[src/rtl/floo_picobello_noc_pkg.sv]
// Link types for picobello mesh links.
// Each link struct carries a valid/flit pair for one direction and the
// ready for the opposite direction. The flit header carries `last`.
package floo_picobello_noc_pkg;

  localparam int unsigned ReqDataW  = 16;
  localparam int unsigned RspDataW  = 16;
  localparam int unsigned WideDataW = 64;

  typedef struct packed {
    logic                 last;
    logic [ReqDataW-1:0]  data;
  } floo_req_flit_t;

  typedef struct packed {
    logic                 last;
    logic [RspDataW-1:0]  data;
  } floo_rsp_flit_t;

  typedef struct packed {
    logic                 last;
    logic [WideDataW-1:0] data;
  } floo_wide_flit_t;

  typedef struct packed {
    logic           valid;
    logic           ready;
    floo_req_flit_t flit;
  } floo_req_t;

  typedef struct packed {
    logic           valid;
    logic           ready;
    floo_rsp_flit_t flit;
  } floo_rsp_t;

  typedef struct packed {
    logic            valid;
    logic            ready;
    floo_wide_flit_t flit;
  } floo_wide_t;

endpackage

[src/rtl/picobello_pkg.sv]
// Shared constants and FSM state type for the tile link isolation unit.
package picobello_pkg;

  localparam int unsigned TimeoutCyclesDefault = 1024;

  // Gated streams per port: {req,rsp,wide} x {tile->link, link->tile}
  localparam int unsigned NumStreams = 6;

  typedef enum logic [1:0] {
    IsoActive   = 2'd0,
    IsoDrain    = 2'd1,
    IsoIsolated = 2'd2
  } iso_state_e;

endpackage

[src/rtl/picobello_link_gate_chan.sv]
// One channel in one direction of one port: tracks whether a wormhole
// packet is open and masks valid/ready when gated.
// Ports:
//   clk_i, rst_i : clock, async active-high reset
//   snd_i        : sender-side link struct (valid + flit used)
//   ready_i      : receiver ready
//   gate_i       : force valid/ready low
//   clr_i        : drop packet tracking (forced isolation)
//   snd_o        : sender struct toward receiver with gated valid
//   ready_o      : gated ready toward sender
//   in_pkt_o     : a packet head was accepted and its tail not yet
module picobello_link_gate_chan #(
  parameter type link_t = floo_picobello_noc_pkg::floo_req_t
) (
  input  logic  clk_i,
  input  logic  rst_i,
  input  link_t snd_i,
  input  logic  ready_i,
  input  logic  gate_i,
  input  logic  clr_i,
  output link_t snd_o,
  output logic  ready_o,
  output logic  in_pkt_o
);

  logic in_pkt_q, in_pkt_d;
  logic hs;

  // Payload passes unmodified; only the handshake is masked.
  always_comb begin
    snd_o       = snd_i;
    snd_o.valid = snd_i.valid & ~gate_i;
  end

  assign ready_o = ready_i & ~gate_i;
  assign hs      = snd_i.valid & ready_i & ~gate_i;

  // Open on a non-tail handshake, close on a tail handshake.
  always_comb begin
    in_pkt_d = in_pkt_q;
    if (clr_i) begin
      in_pkt_d = 1'b0;
    end else if (hs) begin
      in_pkt_d = ~snd_i.flit.last;
    end
  end

  always_ff @(posedge clk_i or posedge rst_i) begin
    if (rst_i) begin
      in_pkt_q <= 1'b0;
    end else begin
      in_pkt_q <= in_pkt_d;
    end
  end

  assign in_pkt_o = in_pkt_q;

endmodule

[src/rtl/picobello_tile_link_isolate.sv]
// Per-tile NoC link isolation: drains req/rsp/wide in both directions at
// packet boundaries, then clamps the port so it can be gated or reset.
// Ports:
//   clk_i, rst_i          : clock, async active-high reset
//   isolate_req_i         : per-port isolation request (level)
//   isolated_o            : per-port isolation acknowledge
//   timeout_o             : per-port, last isolation was forced by timeout
//   tile_*_i / tile_*_o   : router side
//   link_*_i / link_*_o   : neighbour side
module picobello_tile_link_isolate
  import picobello_pkg::*;
#(
  parameter int unsigned NumPorts      = 4,
  parameter int unsigned TimeoutCycles = TimeoutCyclesDefault,
  parameter type floo_req_t  = floo_picobello_noc_pkg::floo_req_t,
  parameter type floo_rsp_t  = floo_picobello_noc_pkg::floo_rsp_t,
  parameter type floo_wide_t = floo_picobello_noc_pkg::floo_wide_t
) (
  input  logic                clk_i,
  input  logic                rst_i,
  input  logic [NumPorts-1:0] isolate_req_i,
  output logic [NumPorts-1:0] isolated_o,
  output logic [NumPorts-1:0] timeout_o,
  input  floo_req_t           tile_req_i  [NumPorts],
  input  floo_rsp_t           tile_rsp_i  [NumPorts],
  input  floo_wide_t          tile_wide_i [NumPorts],
  output floo_req_t           tile_req_o  [NumPorts],
  output floo_rsp_t           tile_rsp_o  [NumPorts],
  output floo_wide_t          tile_wide_o [NumPorts],
  input  floo_req_t           link_req_i  [NumPorts],
  input  floo_rsp_t           link_rsp_i  [NumPorts],
  input  floo_wide_t          link_wide_i [NumPorts],
  output floo_req_t           link_req_o  [NumPorts],
  output floo_rsp_t           link_rsp_o  [NumPorts],
  output floo_wide_t          link_wide_o [NumPorts]
);

  localparam int unsigned CntW = (TimeoutCycles == 0) ? 1 : $clog2(TimeoutCycles + 1);
  localparam logic [CntW-1:0] CntMax      = '1;
  localparam logic [CntW-1:0] TimeoutLast = CntW'(TimeoutCycles - 1);
  localparam logic            TimeoutEn   = (TimeoutCycles != 0);

  for (genvar p = 0; p < NumPorts; p++) begin : g_port
    iso_state_e            state_q, state_d;
    logic [CntW-1:0]       cnt_q, cnt_d;
    logic                  isolated_q, isolated_d;
    logic                  timeout_q, timeout_d;
    logic                  clr_c;
    logic [NumStreams-1:0] in_pkt, gate, rdy;
    floo_req_t             req_out, req_in, lreq, treq;
    floo_rsp_t             rsp_out, rsp_in, lrsp, trsp;
    floo_wide_t            wide_out, wide_in, lwide, twide;

    // A stream stays open while it carries an unfinished packet.
    assign gate = (state_q == IsoActive) ? '0 : ~in_pkt;

    // Stream index: even = tile->link, odd = link->tile.
    picobello_link_gate_chan #(.link_t(floo_req_t)) i_req_out (
      .clk_i, .rst_i, .snd_i(tile_req_i[p]), .ready_i(link_req_i[p].ready),
      .gate_i(gate[0]), .clr_i(clr_c), .snd_o(req_out), .ready_o(rdy[0]), .in_pkt_o(in_pkt[0]));
    picobello_link_gate_chan #(.link_t(floo_req_t)) i_req_in (
      .clk_i, .rst_i, .snd_i(link_req_i[p]), .ready_i(tile_req_i[p].ready),
      .gate_i(gate[1]), .clr_i(clr_c), .snd_o(req_in), .ready_o(rdy[1]), .in_pkt_o(in_pkt[1]));
    picobello_link_gate_chan #(.link_t(floo_rsp_t)) i_rsp_out (
      .clk_i, .rst_i, .snd_i(tile_rsp_i[p]), .ready_i(link_rsp_i[p].ready),
      .gate_i(gate[2]), .clr_i(clr_c), .snd_o(rsp_out), .ready_o(rdy[2]), .in_pkt_o(in_pkt[2]));
    picobello_link_gate_chan #(.link_t(floo_rsp_t)) i_rsp_in (
      .clk_i, .rst_i, .snd_i(link_rsp_i[p]), .ready_i(tile_rsp_i[p].ready),
      .gate_i(gate[3]), .clr_i(clr_c), .snd_o(rsp_in), .ready_o(rdy[3]), .in_pkt_o(in_pkt[3]));
    picobello_link_gate_chan #(.link_t(floo_wide_t)) i_wide_out (
      .clk_i, .rst_i, .snd_i(tile_wide_i[p]), .ready_i(link_wide_i[p].ready),
      .gate_i(gate[4]), .clr_i(clr_c), .snd_o(wide_out), .ready_o(rdy[4]), .in_pkt_o(in_pkt[4]));
    picobello_link_gate_chan #(.link_t(floo_wide_t)) i_wide_in (
      .clk_i, .rst_i, .snd_i(link_wide_i[p]), .ready_i(tile_wide_i[p].ready),
      .gate_i(gate[5]), .clr_i(clr_c), .snd_o(wide_in), .ready_o(rdy[5]), .in_pkt_o(in_pkt[5]));

    // Each outgoing struct pairs one direction's valid/flit with the
    // opposite direction's ready.
    always_comb begin
      lreq        = req_out;
      lreq.ready  = rdy[1];
      treq        = req_in;
      treq.ready  = rdy[0];
      lrsp        = rsp_out;
      lrsp.ready  = rdy[3];
      trsp        = rsp_in;
      trsp.ready  = rdy[2];
      lwide       = wide_out;
      lwide.ready = rdy[5];
      twide       = wide_in;
      twide.ready = rdy[4];
    end

    assign link_req_o[p]  = lreq;
    assign tile_req_o[p]  = treq;
    assign link_rsp_o[p]  = lrsp;
    assign tile_rsp_o[p]  = trsp;
    assign link_wide_o[p] = lwide;
    assign tile_wide_o[p] = twide;

    // Isolation FSM and drain timeout counter.
    always_comb begin
      state_d   = state_q;
      cnt_d     = cnt_q;
      timeout_d = timeout_q;
      clr_c     = 1'b0;
      unique case (state_q)
        IsoActive: begin
          if (isolate_req_i[p]) begin
            state_d = IsoDrain;
            cnt_d   = '0;
          end
        end
        IsoDrain: begin
          if (cnt_q != CntMax) cnt_d = cnt_q + CntW'(1);
          if (!isolate_req_i[p]) begin
            state_d = IsoActive;
          end else if (in_pkt == '0) begin
            state_d = IsoIsolated;
          end else if (TimeoutEn && (cnt_q == TimeoutLast)) begin
            // Abandon stuck packets; neighbours are reset together.
            state_d   = IsoIsolated;
            timeout_d = 1'b1;
            clr_c     = 1'b1;
          end
        end
        IsoIsolated: begin
          if (!isolate_req_i[p]) begin
            state_d   = IsoActive;
            timeout_d = 1'b0;
          end
        end
        default: state_d = IsoActive;
      endcase
      isolated_d = (state_d == IsoIsolated);
    end

    always_ff @(posedge clk_i or posedge rst_i) begin
      if (rst_i) begin
        state_q    <= IsoActive;
        cnt_q      <= '0;
        isolated_q <= 1'b0;
        timeout_q  <= 1'b0;
      end else begin
        state_q    <= state_d;
        cnt_q      <= cnt_d;
        isolated_q <= isolated_d;
        timeout_q  <= timeout_d;
      end
    end

    assign isolated_o[p] = isolated_q;
    assign timeout_o[p]  = timeout_q;
  end

endmodule

[config.mk]
export PLATFORM = sky130hd
export DESIGN_NAME = picobello_tile_link_isolate
export DESIGN_NICKNAME = d
export VERILOG_FILES = /design/src/rtl/floo_picobello_noc_pkg.sv /design/src/rtl/picobello_pkg.sv /design/src/rtl/picobello_link_gate_chan.sv /design/src/rtl/picobello_tile_link_isolate.sv
export SDC_FILE = /design/constraint.sdc
export NUM_CORES = 1
export LEC_CHECK = 0
export CAP_MARGIN = 25
export CORE_AREA = 2 2 653 655
export DETAILED_ROUTE_END_ITERATION = 10
export DIE_AREA = 0 0 655 657
export PLACE_DENSITY = 0.3
export SYNTH_ARGS = -nofsm -noshare
export SYNTH_HDL_FRONTEND = slang
export SYNTH_SLANG_ARGS = --single-unit
[constraint.sdc]
create_clock -name clk_i -period 3.4 [get_ports clk_i]
set_clock_uncertainty 0.1 [all_clocks]
set_input_delay 0.68 -clock clk_i [delete_from_list [all_inputs] [get_ports clk_i]]
set_output_delay 0.68 -clock clk_i [all_outputs]
set_load 0.05 [all_outputs]
==> out/results.tsv <==
stage	metric	value	unit
global_routing	grt-ovfl-total	0	
clock_network	tritoncts	built	
global_routing	grt_pass1_vias	6406	
critical_path	r2r_end	g_port[0].i_rsp_out.in_pkt_o$_DFFE_PP0P_	
timing	whs	392.6	ps
clock_network	cts.sinks	84	
cells_and_area	nets	1509	
critical_path	reg2reg_from	g_port[0].cnt_q[0]$_DFFE_PP0P_	
critical_path	end_kind	output pin	
yosys	syn_avg_cell_area	8.250	um2
global_routing	grt_pass1_wl	233800	um
critical_path	crit_path_start	g_port[1].state_q[1]$_DFF_PP0_	
critical_path	worstSetupEndpoint	tile_req_o[56]	
routing	route.detailed.wl_per_inst	34.42	um
routing	drc	0	
yosys	synthCells	1320	
die	die_x	655	um
placed_design	dp_slack	440.9	ps
critical_path	cp-start-kind	register	
critical_path	crit_arrival	2330	ps
routing	routed_wl	217900	um
placed_design	dp_hpwl	206900	um
yosys	netlist.area_leader.share	0.5694	
die	die_y	657	um
timing	tightest_slew	853.3	ps
run_status	status	finished clean	
job	drv_cap	0	
placed_design	placed_area	13460	um2
yosys	synth_edf_count	0	
placed_design	gp_congestion	0.6899	
critical_path	r2r.worst_path.cells	5	
die	io-pin-count	1694	
clock_network	post_cts_buffers	0	
die	initial_core_util	0.02576	
placed_design	io_buffers	157	
hold_path	min_path_type	reg -> reg	
cells_and_area	fill_cells	50463	
routing	viasPerCell	1.069	
yosys	synth_area_leaders	buf_4, dfrtp_1, o21a_1	
die	core	422800	um2
yosys	ys_seq_area_frac	0.1930	
power	p_total	3336	uW
power	ir_drop	330.8	uV
timing	slew_viol_final	0	
clock_network	clk_latency	440	ps
yosys	synthFlopType	dfrtp_1	
yosys	yosysTopAreaCell	buf_4	
routing	drtIter0Drc	467	
yosys	synth_fp_nets	2170	
yosys	yosys_warnings	0	
critical_path	worst-setup-path-type	reg -> out	
global_routing	gr-usage-all-layers	0.09753	
timing	setup_viol	0	
clock_network	cts_root_buffer	clkbuf_16	
timing	grt_setup_unrepaired	no	
timing	slew_headroom	0.4293	
routing	ant_nets	0	
clock_network	path_clk_slew	90	ps
clock_network	hold_buffers	0	
global_routing	grt_max_degree	40	
routing	drtPass1Iterations	4	
yosys	ys_async_sr_fraction	1.000	
critical_path	critPathRequiredTime	2620	ps
yosys	ys_seq_elements	84	
clock_network	cts_buffers	9	
power	p_leak	0.002903	uW
clock_network	max-clock-path-buffers	2	
timing	finalCritPeriodShare	0.9148	
clock_network	cts-htree-levels	3	
timing	fin_ws	289.8	ps
yosys	synth_area	10890	um2
cells_and_area	final_layout_size_suffix_gt1_frac	0.1483	
yosys	yosys.cell_count.top_type	buf_4	
yosys	synth_cell_types	55	
global_routing	antenna_found_initial	18	
die	rows	239	
clock_network	cts_resized	0	
timing	fin_crit	3110	ps
yosys	synthTopCellsByCount	buf_4, dfrtp_1, a21oi_1	
critical_path	path_max_fanout	12	
critical_path	r2r_slack	1010	ps
timing	setup_tns	0	ps
timing	fmax	321.5	MHz
cells_and_area	area_growth	25.99	%
die	die_area	430300	um2
cells_and_area	postLayoutCellArea	13720	um2
power	cellPowerDensity	243.1	nW/um2
timing	final-hold-violation-count	0	
routing	vias	6768	
-- registers in the layout, summed over array words and instances (netlist names) --
register / flops
g_port.i_rsp_out.in_pkt_o: 4
g_port.state_q: 8
g_port.isolated_q: 4
g_port.cnt_q: 44
g_port.timeout_q: 4
g_port.i_rsp_in.in_pkt_o: 4
g_port.i_wide_in.in_pkt_o: 4
g_port.i_req_in.in_pkt_o: 4
g_port.i_req_out.in_pkt_o: 4
g_port.i_wide_out.in_pkt_o: 4
-- worst min-delay path by stage --
stage,from,endpoint,slack [ps],cells past startpoint
CTS,g_port[3].timeout_q$_DFFE_PP0P_,g_port[3].timeout_q$_DFFE_PP0P_,400,1
global placement,g_port[0].timeout_q$_DFFE_PP0P_,g_port[0].timeout_q$_DFFE_PP0P_,370,1
global route,g_port[3].timeout_q$_DFFE_PP0P_,g_port[3].timeout_q$_DFFE_PP0P_,400,1
finish,g_port[3].timeout_q$_DFFE_PP0P_,g_port[3].timeout_q$_DFFE_PP0P_,390,1
floorplan,g_port[0].timeout_q$_DFFE_PP0P_,g_port[0].timeout_q$_DFFE_PP0P_,350,1
detailed placement,g_port[0].timeout_q$_DFFE_PP0P_,g_port[0].timeout_q$_DFFE_PP0P_,370,1
-- where the power goes --
part,total (uW),switching (uW),internal (uW)
registers,1240,140,1100
logic,982,612,369
clock network,1120,636,483
-- cells by family after synthesis --
kind of cell | after synthesis | share of synthesized area
xor+xnor | 1 | 0.0008044
buf+inv | 854 | 0.5803
mux | 5 | 0.004711
compound gates | 180 | 0.1183
fa+ha+maj | 4 | 0.004596
simple gates | 192 | 0.09823
flops | 84 | 0.1930
-- per-layer routing --
layer / part of all wire / vias up / GRT usage / routed length [um]
met3: 0.40 / 334 / 0.1841 / 87660
met5: 0.0037 / - / 0.01232 / 813
met4: 0.069 / 20 / 0.05963 / 14970
met2: 0.43 / 1522 / 0.1459 / 92990
met1: 0.098 / 2653 / 0.02720 / 21420
li1: - / 2239 / - / -
-- placed cells by master, fill, tap and decap left out, drive strengths merged, types with 5 or more instances in the layout --
cell type / instances
nor2: 22
nand2b: 9
a311oi: 12
o31ai: 9
o21a: 48
dfrtp: 84
inv: 12
nand4: 11
nand3: 23
clkdlybuf4s50: 112
buf: 58
nor3: 23
and4: 5
diode: 5
o21ai: 20
or3: 15
o311ai: 6
and3: 16
a21oi: 50
nand2: 32
a31o: 8
nor4: 10
clkbuf: 9
-- stage by stage --
step,std cells,util
floorplan,1320,-
global placement,6311,0.03184
detailed placement,6311,0.03184
CTS,6324,0.03242
global route,6328,0.03244
finish,6329,0.03245
-- worst max-delay path, cell delays in order (launching register included) --
cell	delay, ps
dfrtp_1	520
nor2_1	150
buf_4	220
o21a_1	180
clkdlybuf4s50_1	820
-- area by class of cell --
class                           instances  area [um2]  share of cell area
Antenna cell                            5       12.51           0.0009119
Sequential cell                        84        2102              0.1532
Multi-Input combinational cell        382        2471              0.1801
Timing Repair Buffer                  170        1757              0.1280
Clock buffer                            9       225.2             0.01641
Tap cell                             5663        7086              0.5164
Clock inverter                          4       20.02            0.001459
Inverter                               12       47.55            0.003465
No activity file was read; power rests on OpenSTA's default activity.
==> RTL change, RTL diff (config.mk and constraints unchanged) <==
`ReqDataW`: 16 -> 15.
--- a/src/rtl/floo_picobello_noc_pkg.sv
+++ b/src/rtl/floo_picobello_noc_pkg.sv
@@ -3,7 +3,7 @@
 // ready for the opposite direction. The flit header carries `last`.
 package floo_picobello_noc_pkg;
 
-  localparam int unsigned ReqDataW  = 16;
+  localparam int unsigned ReqDataW  = 15;
   localparam int unsigned RspDataW  = 16;
   localparam int unsigned WideDataW = 64;
 
Interface: changed (resized link_req_i, link_req_o, tile_req_i and tile_req_o); port bits go from 1694 to 1678. The function was not compared with the original's and may differ.
==> RTL change against the original RTL <==
Hold slack about the same. Area after synthesis shrank 0.55%. Total power up 1.9%. Combinational power increased by 4%. Routed wire length fell by 3.3%. Via count is 0.30% lower. Worst setup slack worse by 0.080 ns. Final area is 0.67% higher. Sequential cell count unchanged. Critical endpoint is now link_wide_o[267].
==> RTL change: results (changes against the original RTL) <==
Status -> finished clean
Post-detail-place hpwl -> 199000 um (-3.8%)
Peak VDD IR -> 0.276 mV (-16%)
Sequential element share of the synthesized area -> 0.194 (+0.00107)
Met1 GRT Util -> 0.0260 (-0.00122)
Initial antenna violation count -> 16 (-2)
Clock Latency Late Sink -> 0.42 ns (-0.02 ns)
Largest net degree at the start of global routing -> 46 (+15%)
Dominant synthesized flop cell -> dfrtp_1
RePlAce Congestion -> 0.692 (+0.29%)
Synthesized net count -> 2154 (-0.74%)
Number of global-route vias before repair -> 6472 (+1.0%)
Gr usage total -> 0.0943 (-0.00319)
Met3 Track Usage GR -> 0.174 (-0.00977)
DRT Pass-1 Iters -> 5 (+1)
Biggest regs -> g_port.cnt_q: 44 flops, g_port.state_q: 8 flops
Area contributors post-synth -> buf_4, dfrtp_1, o21a_1
Cells after Synth -> 1312 (-0.61%)
Static Leakage -> 0.00291 uW (+0.10%)
Dpl cells -> 6310 (-0.016%)
Drt wl/cell -> 33.3 um (-3.4%)
Share of layout cells above drive strength 1 -> 0.135 (-0.0134)
GR Layer Usage met2 -> 0.143 (-0.00241)
Layout net count -> 1500 (-0.60%)
First-pass GRT wire length -> 227000 um (-3.1%)
Worst-Margin Slew -> 0.848 ns (-0.00551 ns)
CP peak stage delay -> 0.84 ns (+0.02 ns)
Mux contribution to synthesized area -> 0.00474 (+0.0000261)
Number of vias per cell -> 1.06 (-0.42%)
Non-filler instance count after layout -> 6337 (+0.13%)
==> RTL change: power breakdown <==
group | total, uW | switching (uW) | internal [uW]
Clock | 1120 | 641 | 484
Combinational | 1020 | 634 | 382
Sequential | 1260 | 163 | 1100
==> RTL change: path summary, 6_finish.rpt <==
check                                                   from                            end  slack, ns
min in group asynchronous                              rst_i  g_port[0].i_wide_out.in_pkt_o       0.64
worst max register to register  g_port[0].i_rsp_out.in_pkt_o    g_port[0].i_rsp_in.in_pkt_o       1.01
max in group asynchronous                              rst_i             g_port[1].cnt_q[7]       1.79
worst max-delay path                    g_port[0].state_q[0]               link_wide_o[267]       0.21
worst min-delay path                     g_port[3].timeout_q            g_port[3].timeout_q       0.39
worst min register to register           g_port[3].timeout_q            g_port[3].timeout_q       0.39
==> RTL change: layer usage <==
| layer | part of all wire | vias up |
|---|---|---|
| li1 | - | 2255 |
| met1 | 0.096 | 2632 |
| met2 | 0.43 | 1487 |
| met3 | 0.39 | 364 |
| met4 | 0.075 | 10 |
| met5 | 0.0012 | - |
==> RTL change: per-stage QoR <==
stage                     cell area [um2]  setup WS [ns]
after floorplan                     10800          0.455
after global placement              13500          0.459
after detailed placement            13500          0.462
after CTS                           13800          0.154
after global routing                13800         0.0967
final                               13800          0.210
==> RTL change: worst register-to-register path, stage by stage (launching register included) <==
cell,delay [ns]
dfrtp_1,0.65
nor4_1,0.53
nand2_1,0.09
and4_1,0.19
buf_4,0.21
nor3_1,0.48
==> RTL change: layout make-up <==
class | count | area, um2
clock inverter | 4 | 20.0
sequential | 84 | 2100
clock buffer | 9 | 225
antenna | 14 | 35.0
fill | 50400 | 409000
multi-input combinational | 382 | 2470
timing repair buffer | 169 | 1820
tap | 5663 | 7090
inverter | 12 | 50.0
